**config.mk**
```make
export PLATFORM = sky130hd
export DESIGN_NAME = draw_board_flat
export DESIGN_NICKNAME = d
export VERILOG_FILES = /design/src/rtl/game_pkg.sv /design/src/rtl/vga_if.sv /design/src/rtl/board_mem.sv /design/src/rtl/draw_board.sv /design/src/flat_wrapper.sv
export SDC_FILE = /design/constraint.sdc
export NUM_CORES = 1
export LEC_CHECK = 0
export ABC_AREA = 0
export BUFFER_PORTS_ARGS = -buffer_cell sky130_fd_sc_hd__buf_2
export CAP_MARGIN = 20
export CORE_MARGIN = 2
export CORE_UTILIZATION = 30
export DETAILED_ROUTE_END_ITERATION = 16
export PLACE_DENSITY = 0.56
export SLEW_MARGIN = 20
export SYNTH_ARGS = -nofsm -noshare
export SYNTH_HDL_FRONTEND = slang
export SYNTH_SLANG_ARGS = --single-unit
```
**constraint.sdc**
```tcl
create_clock -name clk -period 6.7 [get_ports clk]
set_input_delay 0.67 -clock clk [delete_from_list [all_inputs] [get_ports clk]]
set_output_delay 0.67 -clock clk [all_outputs]
set_load 0.005 [all_outputs]
```
**src/rtl/game_pkg.sv**
```systemverilog
// Shared board-game definitions: cell states, board geometry, overlay colours
// and small helpers used by the board overlay and its memory.
package game_pkg;

    typedef enum logic [1:0] {
        EMPTY = 2'd0,
        SHIP  = 2'd1,
        HIT   = 2'd2,
        MISS  = 2'd3
    } cell_state_t;

    typedef enum logic {
        ST_IDLE  = 1'b0,
        ST_CLEAR = 1'b1
    } clr_state_t;

    localparam int CELL_SIZE   = 32;
    localparam int BOARD_CELLS = 12;
    localparam int GRID_SIZE   = 384;
    localparam int BOARD_WORDS = BOARD_CELLS * BOARD_CELLS;

    localparam logic [11:0] SHIP_RGB   = 12'h888;
    localparam logic [11:0] HIT_RGB    = 12'hF00;
    localparam logic [11:0] MISS_RGB   = 12'h00F;
    localparam logic [11:0] CURSOR_RGB = 12'hFF0;

    // Row-major cell address: row*12 + col.
    function automatic logic [7:0] cell_addr(input logic [3:0] row, input logic [3:0] col);
        logic [7:0] row8;
        row8 = {4'd0, row};
        return row8 * 8'(BOARD_CELLS) + {4'd0, col};
    endfunction

    // Colour of a filled cell pixel; EMPTY lets the upstream colour through.
    function automatic logic [11:0] cell_rgb(input cell_state_t state, input logic [11:0] pass);
        case (state)
            SHIP:    return SHIP_RGB;
            HIT:     return HIT_RGB;
            MISS:    return MISS_RGB;
            default: return pass;
        endcase
    endfunction

    // Offsets forming the two-pixel cursor ring just inside the grid lines.
    function automatic logic ring_offset(input logic [4:0] ofs);
        return (ofs == 5'd2) || (ofs == 5'd3) || (ofs == 5'd30) || (ofs == 5'd31);
    endfunction

endpackage

```
**src/rtl/vga_if.sv**
```systemverilog
// VGA pixel-chain bundle: counters, syncs, blanking and colour of one pixel.
// The "in" modport is the receiving side, "out" the driving side.
interface vga_if;
    logic [10:0] vcount;
    logic [10:0] hcount;
    logic        vsync;
    logic        hsync;
    logic        vblnk;
    logic        hblnk;
    logic [11:0] rgb;

    modport in  (input  vcount, hcount, vsync, hsync, vblnk, hblnk, rgb);
    modport out (output vcount, hcount, vsync, hsync, vblnk, hblnk, rgb);
endinterface

```
**src/rtl/board_mem.sv**
```systemverilog
// 144 x 2-bit board-state RAM: one write port, synchronous read-first read.
module board_mem
    import game_pkg::*;
(
    input  logic        clk,
    input  logic        we,
    input  logic [7:0]  wr_addr,
    input  cell_state_t wr_data,
    input  logic [7:0]  rd_addr,
    output cell_state_t rd_data
);

    logic [1:0] mem [0:BOARD_WORDS-1];
    logic [1:0] rd_data_reg;

    // Write and registered read share the edge; the read sees the old word.
    always_ff @(posedge clk) begin
        if (we) begin
            mem[wr_addr] <= wr_data;
        end
        rd_data_reg <= mem[rd_addr];
    end

    assign rd_data = cell_state_t'(rd_data_reg);

endmodule

```
**src/rtl/draw_board.sv**
```systemverilog
// Board overlay in the VGA chain: paints ship/hit/miss cells of a 12x12 board
// of 32-pixel cells and, when DRAW_BOARD_CURSOR_EN is defined, a blinking
// cursor ring. Owns the board-state RAM and its clear sequencer. All timing
// fields are delayed by exactly two clocks.
module draw_board
    import game_pkg::*;
#(
    parameter int X_POS        = 0,
    parameter int Y_POS        = 0,
    parameter int BLINK_FRAMES = 30
)(
    input  logic       clk,
    input  logic       rst,
    vga_if.in          in,
    vga_if.out         out,
    input  logic       clear,
    input  logic       wr_en,
    input  logic [3:0] wr_col,
    input  logic [3:0] wr_row,
    input  logic [1:0] wr_state,
    input  logic [3:0] cur_col,
    input  logic [3:0] cur_row,
    output logic       busy
);

    // ---------------- clear sequencer ----------------
    clr_state_t  state_reg, state_next;
    logic [7:0]  clr_addr_reg, clr_addr_next;

    logic        mem_we;
    logic [7:0]  mem_wr_addr;
    cell_state_t mem_wr_data;

    // State register: reset starts a full clear from address 0.
    always_ff @(posedge clk) begin
        if (rst) begin
            state_reg    <= ST_CLEAR;
            clr_addr_reg <= 8'd0;
        end else begin
            state_reg    <= state_next;
            clr_addr_reg <= clr_addr_next;
        end
    end

    // Next state: a clear pulse always restarts; otherwise walk 0..143.
    always_comb begin
        state_next    = state_reg;
        clr_addr_next = clr_addr_reg;
        if (clear) begin
            state_next    = ST_CLEAR;
            clr_addr_next = 8'd0;
        end else if (state_reg == ST_CLEAR) begin
            if (clr_addr_reg == 8'(BOARD_WORDS - 1)) begin
                state_next    = ST_IDLE;
                clr_addr_next = 8'd0;
            end else begin
                clr_addr_next = clr_addr_reg + 8'd1;
            end
        end
    end

    // Outputs: the sequencer owns the write port while clearing.
    always_comb begin
        busy        = (state_reg == ST_CLEAR);
        mem_we      = 1'b0;
        mem_wr_addr = cell_addr(wr_row, wr_col);
        mem_wr_data = cell_state_t'(wr_state);
        if (state_reg == ST_CLEAR) begin
            mem_we      = 1'b1;
            mem_wr_addr = clr_addr_reg;
            mem_wr_data = EMPTY;
        end else if (wr_en && (wr_col <= 4'd11) && (wr_row <= 4'd11)) begin
            mem_we = 1'b1;
        end
    end

    // ---------------- stage 1: hit test and memory read ----------------
    logic signed [11:0] lx, ly;
    logic               on_board;
    logic [3:0]         col, row;
    logic [4:0]         ox, oy;
    logic [7:0]         rd_addr;
    cell_state_t        rd_data;

    // Signed local coordinates so pixels left/above the origin never alias.
    assign lx       = $signed({1'b0, in.hcount}) - $signed(12'(X_POS));
    assign ly       = $signed({1'b0, in.vcount}) - $signed(12'(Y_POS));
    assign on_board = (lx >= 12'sd0) && (lx < 12'sd384) && (ly >= 12'sd0) && (ly < 12'sd384);
    assign col      = lx[8:5];
    assign row      = ly[8:5];
    assign ox       = lx[4:0];
    assign oy       = ly[4:0];
    assign rd_addr  = on_board ? cell_addr(row, col) : 8'd0;

    board_mem u_board_mem (
        .clk     (clk),
        .we      (mem_we),
        .wr_addr (mem_wr_addr),
        .wr_data (mem_wr_data),
        .rd_addr (rd_addr),
        .rd_data (rd_data)
    );

    logic [10:0] s1_vcount_reg, s1_hcount_reg;
    logic        s1_vsync_reg, s1_hsync_reg, s1_vblnk_reg, s1_hblnk_reg;
    logic [11:0] s1_rgb_reg;
    logic        board_reg, fill_reg, masked_reg;

    // Stage-1 register: timing fields plus per-pixel board decisions.
    always_ff @(posedge clk) begin
        if (rst) begin
            s1_vcount_reg <= '0;
            s1_hcount_reg <= '0;
            s1_vsync_reg  <= 1'b0;
            s1_hsync_reg  <= 1'b0;
            s1_vblnk_reg  <= 1'b0;
            s1_hblnk_reg  <= 1'b0;
            s1_rgb_reg    <= '0;
            board_reg     <= 1'b0;
            fill_reg      <= 1'b0;
            masked_reg    <= 1'b0;
        end else begin
            s1_vcount_reg <= in.vcount;
            s1_hcount_reg <= in.hcount;
            s1_vsync_reg  <= in.vsync;
            s1_hsync_reg  <= in.hsync;
            s1_vblnk_reg  <= in.vblnk;
            s1_hblnk_reg  <= in.hblnk;
            s1_rgb_reg    <= in.rgb;
            board_reg     <= on_board;
            fill_reg      <= (ox >= 5'd2) && (oy >= 5'd2);
            masked_reg    <= (state_reg == ST_CLEAR);
        end
    end

`ifdef DRAW_BOARD_CURSOR_EN
    // ---------------- cursor and blink ----------------
    localparam int BW = (BLINK_FRAMES > 1) ? $clog2(BLINK_FRAMES) : 1;

    logic [BW-1:0] blink_cnt_reg;
    logic          phase_reg, vsync_prev_reg;
    logic          cursor_hit, cursor_reg;

    // Blink counter: one count per frame (vsync rising edge), phase flips on wrap.
    always_ff @(posedge clk) begin
        if (rst) begin
            blink_cnt_reg  <= '0;
            phase_reg      <= 1'b1;
            vsync_prev_reg <= 1'b0;
        end else begin
            vsync_prev_reg <= in.vsync;
            if (in.vsync && !vsync_prev_reg) begin
                if (blink_cnt_reg == BW'(BLINK_FRAMES - 1)) begin
                    blink_cnt_reg <= '0;
                    phase_reg     <= ~phase_reg;
                end else begin
                    blink_cnt_reg <= blink_cnt_reg + 1'b1;
                end
            end
        end
    end

    // Cursor match: ring pixels of the selected cell while the phase is on.
    always_comb begin
        cursor_hit = 1'b0;
        if (phase_reg && on_board && (cur_col <= 4'd11) && (cur_row <= 4'd11)
            && (col == cur_col) && (row == cur_row)) begin
            cursor_hit = ring_offset(ox) || ring_offset(oy);
        end
    end

    // Cursor match travels with the stage-1 pixel.
    always_ff @(posedge clk) begin
        if (rst) begin
            cursor_reg <= 1'b0;
        end else begin
            cursor_reg <= cursor_hit;
        end
    end
`else
    logic unused_cursor;
    assign unused_cursor = ^{cur_col, cur_row};
`endif

    // ---------------- stage 2: colour select ----------------
    logic [11:0] pix_rgb;

    // Colour select: cell fill (masked while clearing), cursor on top, blanking last.
    always_comb begin
        pix_rgb = s1_rgb_reg;
        if (board_reg && fill_reg) begin
            if (!masked_reg) begin
                pix_rgb = cell_rgb(rd_data, s1_rgb_reg);
            end
`ifdef DRAW_BOARD_CURSOR_EN
            if (cursor_reg) begin
                pix_rgb = CURSOR_RGB;
            end
`endif
        end
        if (s1_hblnk_reg || s1_vblnk_reg) begin
            pix_rgb = 12'h000;
        end
    end

    // Output register: second pipeline stage.
    always_ff @(posedge clk) begin
        if (rst) begin
            out.vcount <= '0;
            out.hcount <= '0;
            out.vsync  <= 1'b0;
            out.hsync  <= 1'b0;
            out.vblnk  <= 1'b0;
            out.hblnk  <= 1'b0;
            out.rgb    <= '0;
        end else begin
            out.vcount <= s1_vcount_reg;
            out.hcount <= s1_hcount_reg;
            out.vsync  <= s1_vsync_reg;
            out.hsync  <= s1_hsync_reg;
            out.vblnk  <= s1_vblnk_reg;
            out.hblnk  <= s1_hblnk_reg;
            out.rgb    <= pix_rgb;
        end
    end

endmodule
```
**src/flat_wrapper.sv**
```systemverilog
// flat-port wrapper written by rule: the top's interface ports become plain ports
module draw_board_flat import game_pkg::*;
#(
    parameter int X_POS        = 0,
    parameter int Y_POS        = 0,
    parameter int BLINK_FRAMES = 30
)
  (clk, rst, clear, wr_en, wr_col, wr_row, wr_state, cur_col, cur_row, busy, in_vcount, in_hcount, in_vsync, in_hsync, in_vblnk, in_hblnk, in_rgb, out_vcount, out_hcount, out_vsync, out_hsync, out_vblnk, out_hblnk, out_rgb);
  vga_if in_i ();
  vga_if out_i ();
  input  logic clk;
  input  logic rst;
  input  logic clear;
  input  logic wr_en;
  input  logic [3:0] wr_col;
  input  logic [3:0] wr_row;
  input  logic [1:0] wr_state;
  input  logic [3:0] cur_col;
  input  logic [3:0] cur_row;
  output logic busy;
  input wire logic [$bits(in_i.vcount)-1:0] in_vcount;
  input wire logic [$bits(in_i.hcount)-1:0] in_hcount;
  input wire logic [$bits(in_i.vsync)-1:0] in_vsync;
  input wire logic [$bits(in_i.hsync)-1:0] in_hsync;
  input wire logic [$bits(in_i.vblnk)-1:0] in_vblnk;
  input wire logic [$bits(in_i.hblnk)-1:0] in_hblnk;
  input wire logic [$bits(in_i.rgb)-1:0] in_rgb;
  output wire logic [$bits(out_i.vcount)-1:0] out_vcount;
  output wire logic [$bits(out_i.hcount)-1:0] out_hcount;
  output wire logic [$bits(out_i.vsync)-1:0] out_vsync;
  output wire logic [$bits(out_i.hsync)-1:0] out_hsync;
  output wire logic [$bits(out_i.vblnk)-1:0] out_vblnk;
  output wire logic [$bits(out_i.hblnk)-1:0] out_hblnk;
  output wire logic [$bits(out_i.rgb)-1:0] out_rgb;
  assign in_i.vcount = in_vcount;
  assign in_i.hcount = in_hcount;
  assign in_i.vsync = in_vsync;
  assign in_i.hsync = in_hsync;
  assign in_i.vblnk = in_vblnk;
  assign in_i.hblnk = in_hblnk;
  assign in_i.rgb = in_rgb;
  assign out_vcount = out_i.vcount;
  assign out_hcount = out_i.hcount;
  assign out_vsync = out_i.vsync;
  assign out_hsync = out_i.hsync;
  assign out_vblnk = out_i.vblnk;
  assign out_hblnk = out_i.hblnk;
  assign out_rgb = out_i.rgb;
  draw_board #(.X_POS(X_POS), .Y_POS(Y_POS), .BLINK_FRAMES(BLINK_FRAMES)) u_core (.clk(clk), .rst(rst), .in(in_i), .out(out_i), .clear(clear), .wr_en(wr_en), .wr_col(wr_col), .wr_row(wr_row), .wr_state(wr_state), .cur_col(cur_col), .cur_row(cur_row), .busy(busy));
endmodule
```
* Yosys cells after proc, flatten, opt, wreduce, memory -nomap -nowiden
Memory sizes are Yosys's and may differ from the RTL's. A register that Yosys moved wholly into a read port is not among the register bits.
Index checks and enable logic that the tools add are counted.
W data, S select, Z words.
** Word-level totals
- Bits in read-only memories :: 0
- Memory bits (writable) :: 288
- Memories kept :: 1
- Input port bits :: 60
- Latch bits :: 0
- Flip-flop bits (word level) :: 88
- Output and inout port bits :: 39
** Operators by class
- Order comparisons :: 8
- Multiplexer cells :: 13
- Add/sub/neg operators :: 3
- Shifts and indexed selects :: 0
- Eq/ne operators :: 4
- Multipliers :: 2
- Divide/modulo/power cells :: 0
- Bitwise logic cells :: 0
- Reduce and logical (&&, ||, !) cells :: 10
** Memory list
- u_core.u_board_mem.mem :: words 144, bits a word 2, read ports 1, clocked after memory_dff 1, write ports 1, RTL line board_mem.sv:13 : logic [1:0] mem [0:BOARD_WORDS-1];
** Operator list (count)
- $pmux W12 S3 :: 1
- $mux W12 :: 2
- $mux W8 :: 3
- $ge A11 B1 Y1 const B :: 2
- $lt A11 B9 Y1 const B :: 2
- $add A8 B4 Y8 :: 2
- $mul A4 B2 Y6 const B :: 2
- $ge A5 B2 Y1 const B :: 2
- $add A8 B1 Y8 const B :: 1
- $eq A8 B8 Y1 const B :: 1
- $le A4 B4 Y1 const B :: 2
- $logic_and A1 B1 Y1 :: 7
- $mux W1 :: 6
- $eq A2 B2 Y1 const B :: 2
- $reduce_or A2 Y1 :: 2
- $eq A2 B1 Y1 const B :: 1
- $mux W2 :: 1
- $logic_or A1 B1 Y1 :: 1

* Depth between registers and ports, before layout
Gate-level depths: netlist of the first run.
- Depth after elaboration :: 7
- Gate-level depth with buffers :: 11

* By module
Synthesis of the first run repeated with hierarchy kept, for this count alone.
** Unflattened totals
- Cell total of the unflattened synthesis :: 1056
- Area, all modules :: 15627.5 um2
** Modules (own cells, without submodules)
- board_mem :: times used 1, cells each 723, area an instance 12243.0 um2, seq. area each 8688.3 um2
- draw_board :: times used 1, cells each 333, area an instance 3384.5 um2, seq. area each 1761.7 um2

* Worst setup path before layout of the first run
Ideal clock, no wire load.
- Path kind :: register -> register
- Start :: register u_core.state_reg, in the netlist u_core.busy
- End :: memory u_core.u_board_mem.mem[0][0], data pin
- Slack :: 1510 ps
- Data required time :: 5797 ps
- Library setup time :: 903 ps
- Stages on the path, launching flop included :: 4
- Arrival :: 4288 ps
- Period minus slack after synthesis :: 5190 ps
- Path through :: dfxtp_1 clkbuf_1 clkbuf_1 nor2b_1
** On the way
- Word-level cells in the longest chain between the ends :: 1
** Ends and longest elaborated chain
- from (decl) :: RTL line draw_board.sv:27 : clr_state_t state_reg, state_next;
- from (signal assigned) :: RTL line draw_board.sv:40 : state_reg <= state_next;
- $mux W2 :: RTL line draw_board.sv:68 : if (state_reg == ST_CLEAR) begin
- net u_core.mem_wr_data[0] :: RTL line draw_board.sv:32 : cell_state_t mem_wr_data;
- to (decl) :: RTL line board_mem.sv:13
The timed path passes the listed nets, and every way through them passes these cells.

* Final worst setup path of the first run
- Start :: input in_vcount[6]
- End :: register u_core.u_board_mem.rd_data_reg[1], in the netlist u_core.u_board_mem.rd_data[1] (read register of u_core.u_board_mem.mem)
** On the way
- Word-level cells in the longest chain between the ends :: 4
- Elaborated cells on any way between the ends :: 7
- Those cells by class :: add/sub: 1; mul: 1; order compare: 2; mux: 1; reduce/logical: 2
** Ends and longest elaborated chain
- from (decl) :: RTL line flat_wrapper.sv:21 : input wire logic [$bits(in_i.vcount)-1:0] in_vcount;
- parallel branches: the longest is 3 deep, another holds $add A8 B4 Y8
- $mux W8 (*) :: RTL line draw_board.sv:93 : assign rd_addr = on_board ? cell_addr(row, col) : 8'd0;
- to (decl) :: RTL line board_mem.sv:14 : logic [1:0] rd_data_reg;
Mark *: on every way between the ends.
A chain may end at the register's enable or synchronous reset.

==> results of run 1 <==
==> area by class of cell <==
| cell class | instances | area (µm²) | share of cell area (%) |
|---|---|---|---|
| Sequential cell | 378 | 10450 | 57.35 |
| Multi-Input combinational cell | 721 | 4872 | 26.74 |
| Inverter | 23 | 86.33 | 0.4738 |
| Timing Repair Buffer | 111 | 610.6 | 3.351 |
| Tap cell | 680 | 850.8 | 4.670 |
| Clock buffer | 56 | 1196 | 6.565 |
| Clock inverter | 19 | 153.9 | 0.8447 |
==> layout by cell type (no fill, tap or decap), types with 13 or more instances in the layout <==
master	count
a31oi_1	13
buf_4	22
buf_2	89
mux2i_1	39
o21ai_0	26
inv_1	21
nand3_1	24
clkbuf_16	43
mux2_2	21
nand2_1	69
mux4_2	23
a21oi_1	26
o22ai_1	18
nor3_1	14
nor2_1	196
nor2b_1	62
edfxtp_1	288
a211oi_1	15
ha_1	18
dfxtp_1	90
==> worst max-delay path by stage <==
stage / end / slack, ns / cells past startpoint
finish: u_core.u_board_mem.rd_data[1]$_DFF_P_ / 2.44 / 11
global placement: u_core.u_board_mem.rd_data[1]$_DFF_P_ / 2.03 / 11
floorplan: u_core.u_board_mem.mem[0][0]$_DFFE_PP_ / 1.51 / 3
global route: u_core.u_board_mem.rd_data[1]$_DFF_P_ / 2.42 / 11
CTS: u_core.u_board_mem.rd_data[1]$_DFF_P_ / 2.55 / 11
detailed placement: u_core.u_board_mem.rd_data[1]$_DFF_P_ / 1.99 / 11
==> per-stage QoR <==
| step | util [%] | instance area, µm² | hold slack, ns | setup slack, ns |
|---|---|---|---|---|
| 6_report | 35.44 | 18220 | 0.3424 | 2.437 |
| 5_1_grt | 35.44 | 18220 | 0.3271 | 2.422 |
| 4_1_cts | 35.44 | 18220 | 0.3238 | 2.551 |
| 3_5_place_dp | 32.82 | 16870 | 0.4143 | 1.992 |
| 3_3_place_gp | 32.82 | 16870 | 0.4184 | 2.028 |
| 2_1_floorplan | - | 15650 | 0.4057 | 1.510 |
==> per-layer routing <==
layer	global-route usage, %	wire (µm)	vias up
li1	-	-	4599
met5	0	0	-
met1	21.14	18300	5120
met4	5.709	1510	0
met2	24.72	19320	438
met3	2.757	3167	87
==> power by group <==
| part | internal (mW) | switching (mW) | leakage (nW) | total (mW) |
|---|---|---|---|---|
| registers | 2.51 | 0.00967 | 3.41 | 2.52 |
| logic | 0.110 | 0.170 | 2.21 | 0.280 |
| clock network | 1.33 | 0.907 | 0.674 | 2.24 |
| total | 3.95 | 1.09 | 6.30 | 5.04 |
==> cell families (layout without fill, tap and decap cells) <==
family          Yosys count  in the layout  synth area share [%]
mux                      83             83                 7.317
compound gates          176            176                 7.837
fa+ha+maj                23             23                 2.031
xor+xnor                 15             15                0.9276
buf+inv                  81            209                 2.183
flops                   378            378                 66.79
simple gates            424            424                 12.92
==> critical path: stages <==
cell	delay [ns]
buf_2	0.13
ha_1	0.29
inv_1	0.06
fa_1	0.44
buf_4	0.26
a211oi_1	0.84
nand2_1	0.63
or4_1	0.66
o311ai_0	0.21
o311ai_0	0.31
o22ai_1	0.22
==> summary.md, run 1 <==
| Metric | Value |
|---|---|
| Via/cell ratio | 5.153 |
| Arr. time, crit path | 4.73 ns |
| Cell accounting for the most synthesized area | edfxtp_1 |
| Asr flop ratio synth | 0% |
| PwrDens | 276.6 mW/mm² |
| Routed wire length | 42300 µm |
| Reg2Reg Depth | 5 |
| Critical path origin | in_vcount[6] |
| Final clock period utilization by the worst path | 63.63% |
| Max-cap violations | 0 |
| Number of global-route vias before repair | 10130 |
| Via count | 10240 |
| Synth Area per Inst | 13.26 µm² |
| Worst r2r src | u_core.busy$_SDFF_PP1_ |
| Setup_tns | 0 ns |
| Max reg flops | 288 |
| CP max FO | 24 |
| Hold Crit Class | in -> reg |
| Mapped Nets | 1263 |
| Port buffer count | 90 |
| Total die area | 0.05400 mm² |
| CTS H-tree depth | 2 |
| Unrepaired setup endpoints after global routing | false |
| Yosys reg bits | 378 |
| Slew @ Worst Pin | 0.9959 ns |
| Final count of hold timing violations | 0 |
| Hpwl dp | 26290 µm |
| Hold path depth | 2 |
| Count of final max-slew check failures | 0 |
| Area growth from synthesis to layout | 16.45% |
| Synth top area share | 55.27% |
| Post-synth top flop | edfxtp_1 |
| Post_cts resized | 0 |
| VDD IR-drop max | 0.0001650 V |
| Peak Freq | 234.6 MHz |
| Cts bufs inserted | 41 |
| Clk pin slew, worst setup/hold paths | 0.06 ns |
| Pin count of the biggest net entering global routing | 100 |
| Die width | 232.4 µm |
| Cell count after placement | 1913 |
| DRT antenna net count | 0 |
| First-pass GRT wire length | 63410 µm |
| Core area | 0.05141 mm² |
| Fin cells | 1988 |
| Crit path launch type | input port |
| Most common cell in the netlist | edfxtp_1 |
| Post-CTS Hold Fix Bufs | 0 |
| Detailed Routing Iterations Pass 1 | 5 |
| Remaining DRCs | 0 |
| Die Y | 232.4 µm |
| Synth top area cells | edfxtp_1 (55%), dfxtp_1 (12%), nor2_1 (4.7%) |
| Clock period minus worst slack | 4.263 ns |
| Antenna diodes | 0 |
| Antenna violations before repair | 1 |
| R2r setup slk | 3.76 ns |
| Post-synth cell types | 74 |
| RD Place Congestion | 0.8519 |
| CTS tree | yes |
| Starting Density | 30.44% |
| Worst-skew pair later-pin latency | 0.55 ns |
| Synth Instances | 1180 |
| Crit path kind | in -> reg |
| Synth Warn # | 0 |
| Hold Crit Endpoint | u_core.s1_rgb_reg[3]$_SDFF_PP0_ |
| Core Rows | 83 |
| CTS sink cnt | 378 |
| IO Pins | 99 |
| Outcome | finished, final reports clean |
| FF-to-FF End | u_core.u_board_mem.mem[100][1]$_DFFE_PP_ |
| DRT iter0 DRCs | 1028 |
| HP Start | in_rgb[3] |
| Rel. slew slack | 33.60% |
| Gr usage total | 15.52% |
| Sequential-to-total area share from yosys stat | 66.79% |
| Mapped cell area | 0.01565 mm² |
| Required time of the critical path | 7.17 ns |
| Clk buf depth | 3 |
| Fillers | 4988 |
| Post-CTS Setup Repair Bufs | 0 |
| Top post-synthesis cells by count | edfxtp_1 (288), nor2_1 (196), dfxtp_1 (90) |
| Final setup fails | 0 |
| Nets@finish | 1359 |
| Global route total overflow | 0 |
| Critical Path End Type | flop |
| Tot Pwr | 5.039 mW |
| Routed length per instance | 21.28 µm |
| Root buffer cell | clkbuf_16 |
| Number of synthesized flops with an enable pin | 288 |
| Skew final | 0.02234 ns |
| Ratio of cells with drive above 1 in the final layout | 18.04% |
| Leak Pwr | 6.300 nW |
(Power assumes the default switching activity.)
==> run 2, diff against run 1 <==
--- a/config.mk
+++ b/config.mk
@@ -5,7 +5,7 @@
 export SDC_FILE = /design/constraint.sdc
 export NUM_CORES = 1
 export LEC_CHECK = 0
-export ABC_AREA = 0
+export ABC_AREA = 1
 export BUFFER_PORTS_ARGS = -buffer_cell sky130_fd_sc_hd__buf_2
 export CAP_MARGIN = 20
 export CORE_MARGIN = 2
==> constraint.sdc (replaced) <==
create_clock -name clk -period 4 [get_ports clk]
set_input_delay 0.4 -clock clk [delete_from_list [all_inputs] [get_ports clk]]
set_output_delay 0.4 -clock clk [all_outputs]
set_load 0.005 [all_outputs]
==> run 2 against run 1 <==
- final cell count grew 26%
- sequential power rose by 67%
- register-to-register slack lost 2.3 ns
- non-clock buffer count is 17 higher
- wire length down 2.4%
- synthesized area is 6.1% higher
- clock skew is 0.015 ns lower
- critical endpoint is now u_core.u_board_mem.mem[47][1]$_DFFE_PP_
- largest power group unchanged
==> summary.md, run 2 <==
| Metric | Value |
|---|---|
| Outcome | finished, final reports clean |
| Hpwl dp | 25060 µm |
| Synth top area share | 52.09% |
| Final count of hold timing violations | 0 |
| Die Y | 239.3 µm |
| Area of the multi-input gates | 0.004828 mm² |
| Comb pwr share | 3.9% |
| Register area | 0.01045 mm² |
| Sequential-to-total area share from yosys stat | 62.94% |
| Reg2Reg Depth | 6 |
| Worst r2r src | u_core.busy$_SDFF_PP1_ |
| Antenna violations before repair | 0 |
| CTS sink cnt | 378 |
| Remaining DRCs | 0 |
| Number of synthesized flops with an enable pin | 288 |
| Met3 wire len | 2599 µm |
| Int Power | 6.313 mW |
| R2r setup slk | 1.47 ns |
| Skew final | 0.007118 ns |
| Crit path launch type | input port |
| CP max FO | 16 |
| Post-CTS Hold Fix Bufs | 0 |
| Count of final max-slew check failures | 0 |
| Ratio of cells with drive above 1 in the final layout | 11.41% |
| Routed wire length | 41300 µm |
| Core area | 0.05488 mm² |
| Die width | 239.3 µm |
| Synth top area cells | edfxtp_1 (52%), dfxtp_1 (11%), nand3_1 (8.6%) |
| Post_cts resized | 0 |
| Via count | 11810 |
| First-pass GRT wire length | 63870 µm |
| PwrDens | 417.2 mW/mm² |
| Sequential power share | 53.0% |
| Commonest cells after routing, fill and taps aside | edfxtp_1 (288), nand3_1 (285), nor2_1 (266), inv_1 (245), nand2_1 (218) |
| Worst-skew pair later-pin latency | 0.53 ns |
| Required time of the critical path | 4.21 ns |
| Number of global-route vias before repair | 11760 |
| Yosys reg bits | 378 |
| Mapped Nets | 1774 |
| Clk pin slew, worst setup/hold paths | 0.05 ns |
| Post-CTS Setup Repair Bufs | 0 |
| Post-route setup slack | 1.061 ns |
| Rel. slew slack | 39.67% |
| Top post-synthesis cells by count | edfxtp_1 (288), nand3_1 (285), nor2_1 (268) |
| Tot Pwr | 7.963 mW |
| Arr. time, crit path | 3.15 ns |
| Via/cell ratio | 4.724 |
| Root buffer cell | clkbuf_16 |
| CTS tree | yes |
| Final setup fails | 0 |
| Crit path kind | in -> reg |
| Area growth from synthesis to layout | 14.97% |
| Pin count of the biggest net entering global routing | 97 |
| HP Start | in_rgb[2] |
| Uppermost routed layer | met4 |
| Pre-CTS WS | 0.5196 ns |
| Total die area | 0.05724 mm² |
| Antenna diodes | 0 |
| FF-to-FF End | u_core.u_board_mem.mem[132][0]$_DFFE_PP_ |
| Detailed Routing Iterations Pass 1 | 5 |
| Psw | 1.650 mW |
| DRT iter0 DRCs | 691 |
| CTS H-tree depth | 2 |
| Part of the power in the clock network | 43.0% |
| Synth Instances | 1691 |
| Cts bufs inserted | 41 |
| Synth Warn # | 0 |
| Asr flop ratio synth | 0% |
| Unrepaired setup endpoints after global routing | false |
| Leak Pwr | 7.729 nW |
| Met1 wire length | 17530 µm |
| Post-synth top flop | edfxtp_1 |
| Port buffer count | 90 |
| Cell accounting for the most synthesized area | edfxtp_1 |
| Mapped cell area | 0.01660 mm² |
| Max-cap violations | 0 |
| Most common cell after layout, fill and taps aside | edfxtp_1 |
| Hold path depth | 3 |
| Clk buf depth | 3 |
| Hold Crit Endpoint | u_core.s1_rgb_reg[2]$_SDFF_PP0_ |
| Post-synth cell types | 37 |
| VDD IR-drop max | 0.0002138 V |
| IO Pins | 99 |
| Synth Area per Inst | 9.819 µm² |
| Peak Freq | 340.3 MHz |
| Routed length per instance | 16.52 µm |
| Switch share | 20.72% |
| Fillers | 5540 |
| Max reg flops | 288 |
| DRT antenna net count | 0 |
| Hold Crit Class | in -> reg |
| Starting Density | 30.26% |
| Gr usage total | 14.51% |
| Nets@finish | 1855 |
| Clock period minus worst slack | 2.939 ns |
| Most common cell in the netlist | edfxtp_1 |
| Core Rows | 86 |
| Critical Path End Type | flop |
| Slew @ Worst Pin | 0.9050 ns |
| Met2 wire length | 19840 µm |
| Final clock period utilization by the worst path | 73.47% |
| Global route total overflow | 0 |
| RD Place Congestion | 0.7758 |
run 2: cell count changes in the layout (fill, tap and decap cells not counted), sizes merged, moves of 21 or more:
| cell | previous run | this run |
|---|---|---|
| inv | 24 | 251 |
| mux2 | 21 | 0 |
| mux2i | 39 | 0 |
| mux4 | 23 | 0 |
| nand2 | 69 | 221 |
| nand3 | 24 | 285 |
| nand3b | 4 | 70 |
| nor2 | 197 | 270 |
| nor2b | 64 | 0 |
run 2: layout make-up:
type | count | share of cell area, %
repair buffers | 128 | 4.130
clock inverters | 13 | 0.2884
multi-input cells | 973 | 25.29
inverters | 250 | 4.916
flip-flops and latches | 378 | 54.75
clock buffers | 54 | 6.011
well taps | 704 | 4.615
run 2: power groups by stage:
| stage | clock, mW | sequential (mW) | combinational (mW) |
|---|---|---|---|
| floorplan | 0 | 4.30 | 0.190 |
| global placement | 0 | 4.30 | 0.309 |
| CTS | 3.52 | 4.22 | 0.317 |
| global route | 3.66 | 4.22 | 0.358 |
| detailed placement | 0 | 4.31 | 0.315 |
| finish | 3.43 | 4.22 | 0.313 |
run 2: cell families (layout without fill, tap and decap cells):
kind of cell,count (synthesis),count (layout),share of synthesized area [%]
simple gates,875,875,23.97
fa+ha+maj,23,23,1.914
xor+xnor,6,6,0.3165
compound gates,69,69,2.683
buf+inv,340,445,8.176
flops,378,378,62.94
run 2: critical path, stage by stage:
cell and delay, ns:
buf_2 0.13, ha_1 0.20, fa_1 0.53, inv_1 0.06, or2_2 0.28, nor2_1 0.14
nand2_1 0.07, nand3_1 0.10, o21a_1 0.18, a21boi_4 0.22, nand2_1 0.48, nor2_1 0.37
run 2: layer usage:
layer	up-vias	GRT usage (%)
li1	5733	-
met1	5651	18.04
met2	351	25.09
met3	75	2.674
met4	0	5.360
met5	-	0
run 2: worst max path at each step:
stage / start / to / slack, ns / depth (start not counted)
after CTS: wr_row[1] / u_core.u_board_mem.mem[47][0]$_DFFE_PP_ / 1.08 / 12
final: wr_row[1] / u_core.u_board_mem.mem[47][1]$_DFFE_PP_ / 1.06 / 12
after global routing: wr_row[1] / u_core.u_board_mem.mem[37][0]$_DFFE_PP_ / 0.82 / 12
after detailed placement: wr_row[1] / u_core.u_board_mem.mem[47][0]$_DFFE_PP_ / 0.52 / 12
after floorplan: u_core.busy$_SDFF_PP1_ / u_core.u_board_mem.mem[0][0]$_DFFE_PP_ / -0.90 / 3
after global placement: wr_row[1] / u_core.u_board_mem.mem[39][0]$_DFFE_PP_ / 0.58 / 12
run 2: metrics by stage:
step	std cells	instance area [µm²]	TNS [ns]	hold WS (ns)	utilization, %
floorplan	1691	16600	-258.50	0.3883	-
global placement	2432	17870	0	0.3894	32.56
detailed placement	2432	17870	0	0.3924	32.56
CTS	2499	19070	0	0.05555	34.75
global route	2500	19090	0	0.07213	34.78
finish	2500	19090	0	0.07701	34.78
==> run 3, diff against run 2 <==
--- a/config.mk
+++ b/config.mk
@@ -11,7 +11,7 @@
 export CORE_MARGIN = 2
 export CORE_UTILIZATION = 30
 export DETAILED_ROUTE_END_ITERATION = 16
-export PLACE_DENSITY = 0.56
+export PLACE_DENSITY = 0.58
 export SLEW_MARGIN = 20
 export SYNTH_ARGS = -nofsm -noshare
 export SYNTH_HDL_FRONTEND = slang
==> constraint.sdc (replaced) <==
create_clock -name clk -period 2.54 [get_ports clk]
set_input_delay 0.254 -clock clk [delete_from_list [all_inputs] [get_ports clk]]
set_output_delay 0.254 -clock clk [all_outputs]
set_load 0.005 [all_outputs]
==> run 3 against run 2 <==
- final area increased by 11%
- sequential share of layout area decreased by 5.5 points
- first-iteration DRC count increased by 32%
- final cell count increased by 4.4%
- clock power increased by 64%
- largest cell class unchanged
==> summary.md, run 3 (synthesized netlist as in run 2, its figures left out) <==
| Metric | Value |
|---|---|
| Outcome | finished, final reports clean |
| Critical path origin | in_hcount[7] |
| Starting Density | 30.26% |
| Critical Path End Type | flop |
| CTS tree | yes |
| DRT antenna net count | 0 |
| RD Place Congestion | 0.8314 |
| Ratio of cells with drive above 1 in the final layout | 20.61% |
| Hold Crit Class | in -> reg |
| Clk pin slew, worst setup/hold paths | 0.06 ns |
| HP Start | clear |
| Total die area | 0.05724 mm² |
| Cts bufs inserted | 41 |
| Peak Freq | 422.1 MHz |
| Root buffer cell | clkbuf_16 |
| Commonest cells after routing, fill and taps aside | edfxtp_1 (288), nand3_1 (273), inv_1 (243), nand2_1 (209), nor2_1 (181) |
| DRT iter0 DRCs | 914 |
| CP max FO | 10 |
| Crit path kind | in -> reg |
| Remaining DRCs | 0 |
| Setup_tns | 0 ns |
| Worst-skew pair later-pin latency | 0.54 ns |
| Max reg flops | 288 |
| Count of final max-slew check failures | 0 |
| Rel. slew slack | 61.10% |
| Crit path launch type | input port |
| Fillers | 5328 |
| Clock period minus worst slack | 2.369 ns |
| First-pass GRT wire length | 66440 µm |
| Detailed Routing Iterations Pass 1 | 5 |
| Final clock period utilization by the worst path | 93.28% |
| Final count of hold timing violations | 0 |
| Core Rows | 86 |
| Tot Pwr | 12.90 mW |
| Clk buf depth | 3 |
| Worst r2r src | u_core.busy$_SDFF_PP1_ |
| Core area | 0.05488 mm² |
| Unrepaired setup endpoints after global routing | false |
| Routed wire length | 44510 µm |
| Most common cell after layout, fill and taps aside | edfxtp_1 |
| CP Capture Point | u_core.u_board_mem.rd_data[0]$_DFF_P_ |
| Arr. time, crit path | 2.84 ns |
| Required time of the critical path | 3.01 ns |
| Leak Pwr | 8.504 nW |
| Skew final | 0.01333 ns |
| Slew @ Worst Pin | 0.5790 ns |
| Die width | 239.3 µm |
| CTS H-tree depth | 2 |
| Nets@finish | 1959 |
| Hpwl dp | 27680 µm |
| Area growth from synthesis to layout | 27.78% |
| Antenna violations before repair | 0 |
| VDD IR-drop max | 0.0003498 V |
| Global route total overflow | 0 |
| PwrDens | 608.0 mW/mm² |
| Port buffer count | 90 |
| Die Y | 239.3 µm |
| Reg2Reg Depth | 7 |
| Max-cap violations | 0 |
| Final setup fails | 0 |
| Via/cell ratio | 4.736 |
| Via count | 12370 |
| FF-to-FF End | u_core.u_board_mem.mem[20][1]$_DFFE_PP_ |
| Pin count of the biggest net entering global routing | 69 |
| Gr usage total | 14.96% |
| Antenna diodes | 0 |
| IO Pins | 99 |
| CTS sink cnt | 378 |
| R2r setup slk | 0.41 ns |
| Routed length per instance | 17.05 µm |
| Number of global-route vias before repair | 12220 |
-- run 3: stage by stage --
stage	setup slack (ns)	hold slack [ns]	util (%)	instances	cell area [µm²]
detailed placement	-0.5027	0.3920	35.01	2491	19210
CTS	0.002761	0.003426	37.95	2600	20830
floorplan	-0.8193	0.3610	-	1691	17160
global placement	-0.4445	0.3887	35.01	2491	19210
finish	0.1708	0.03809	38.66	2611	21220
global route	0.01437	0.03587	38.66	2611	21220
-- run 3: critical path, cell delays in order --
cell	delay [ns]
dlygate4sd3_1	0.53
buf_2	0.15
ha_1	0.21
inv_1	0.07
fa_1	0.45
nor2_4	0.21
buf_4	0.26
nand3_1	0.17
nand3_1	0.15
nand3_1	0.09
nand3_1	0.08
nand3_1	0.09
nand2_1	0.10
-- run 3: power breakdown --
group          switching [mW]  total [mW]  internal (mW)
logic                   0.361       0.617          0.256
clock network            2.35        5.63           3.28
registers              0.0201        6.65           6.63
total                    2.73        12.9           10.2
-- run 3: timing repair --
action / CTS / global route
endpoints found under the hold margin: 35 / 0
gates resized for setup: 0 / 45
buffers inserted: 0 / 3
setup endpoints to repair: 0 / 38
hold buffers: 35 / 0
-- run 3: layout make-up --
type | instances | area (µm²) | area share [%]
Clock buffer | 56 | 1157 | 5.455
Clock inverter | 18 | 107.6 | 0.5072
Inverter | 250 | 949.7 | 4.476
Multi-Input combinational cell | 975 | 5455 | 25.71
Sequential cell | 378 | 10450 | 49.26
Tap cell | 704 | 880.8 | 4.152
Timing Repair Buffer | 230 | 2215 | 10.44
-- run 3: worst min path at each step --
stage,end,slack [ns],depth (start not counted)
floorplan,u_core.s1_hblnk_reg$_SDFF_PP0_,0.36,2
global placement,u_core.out.hcount[2]$_SDFF_PP0_,0.39,2
detailed placement,u_core.out.vcount[4]$_SDFF_PP0_,0.39,2
CTS,u_core.busy$_SDFF_PP1_,0.003,3
global route,u_core.busy$_SDFF_PP1_,0.04,3
finish,u_core.busy$_SDFF_PP1_,0.04,3
-- run 3: metal layers --
layer	global-route usage (%)	vias up	wire length, µm
met4	4.830	0	1145
met1	18.87	5926	19220
li1	-	5979	-
met3	2.097	74	2595
met5	0	-	0
met2	26.37	387	21550
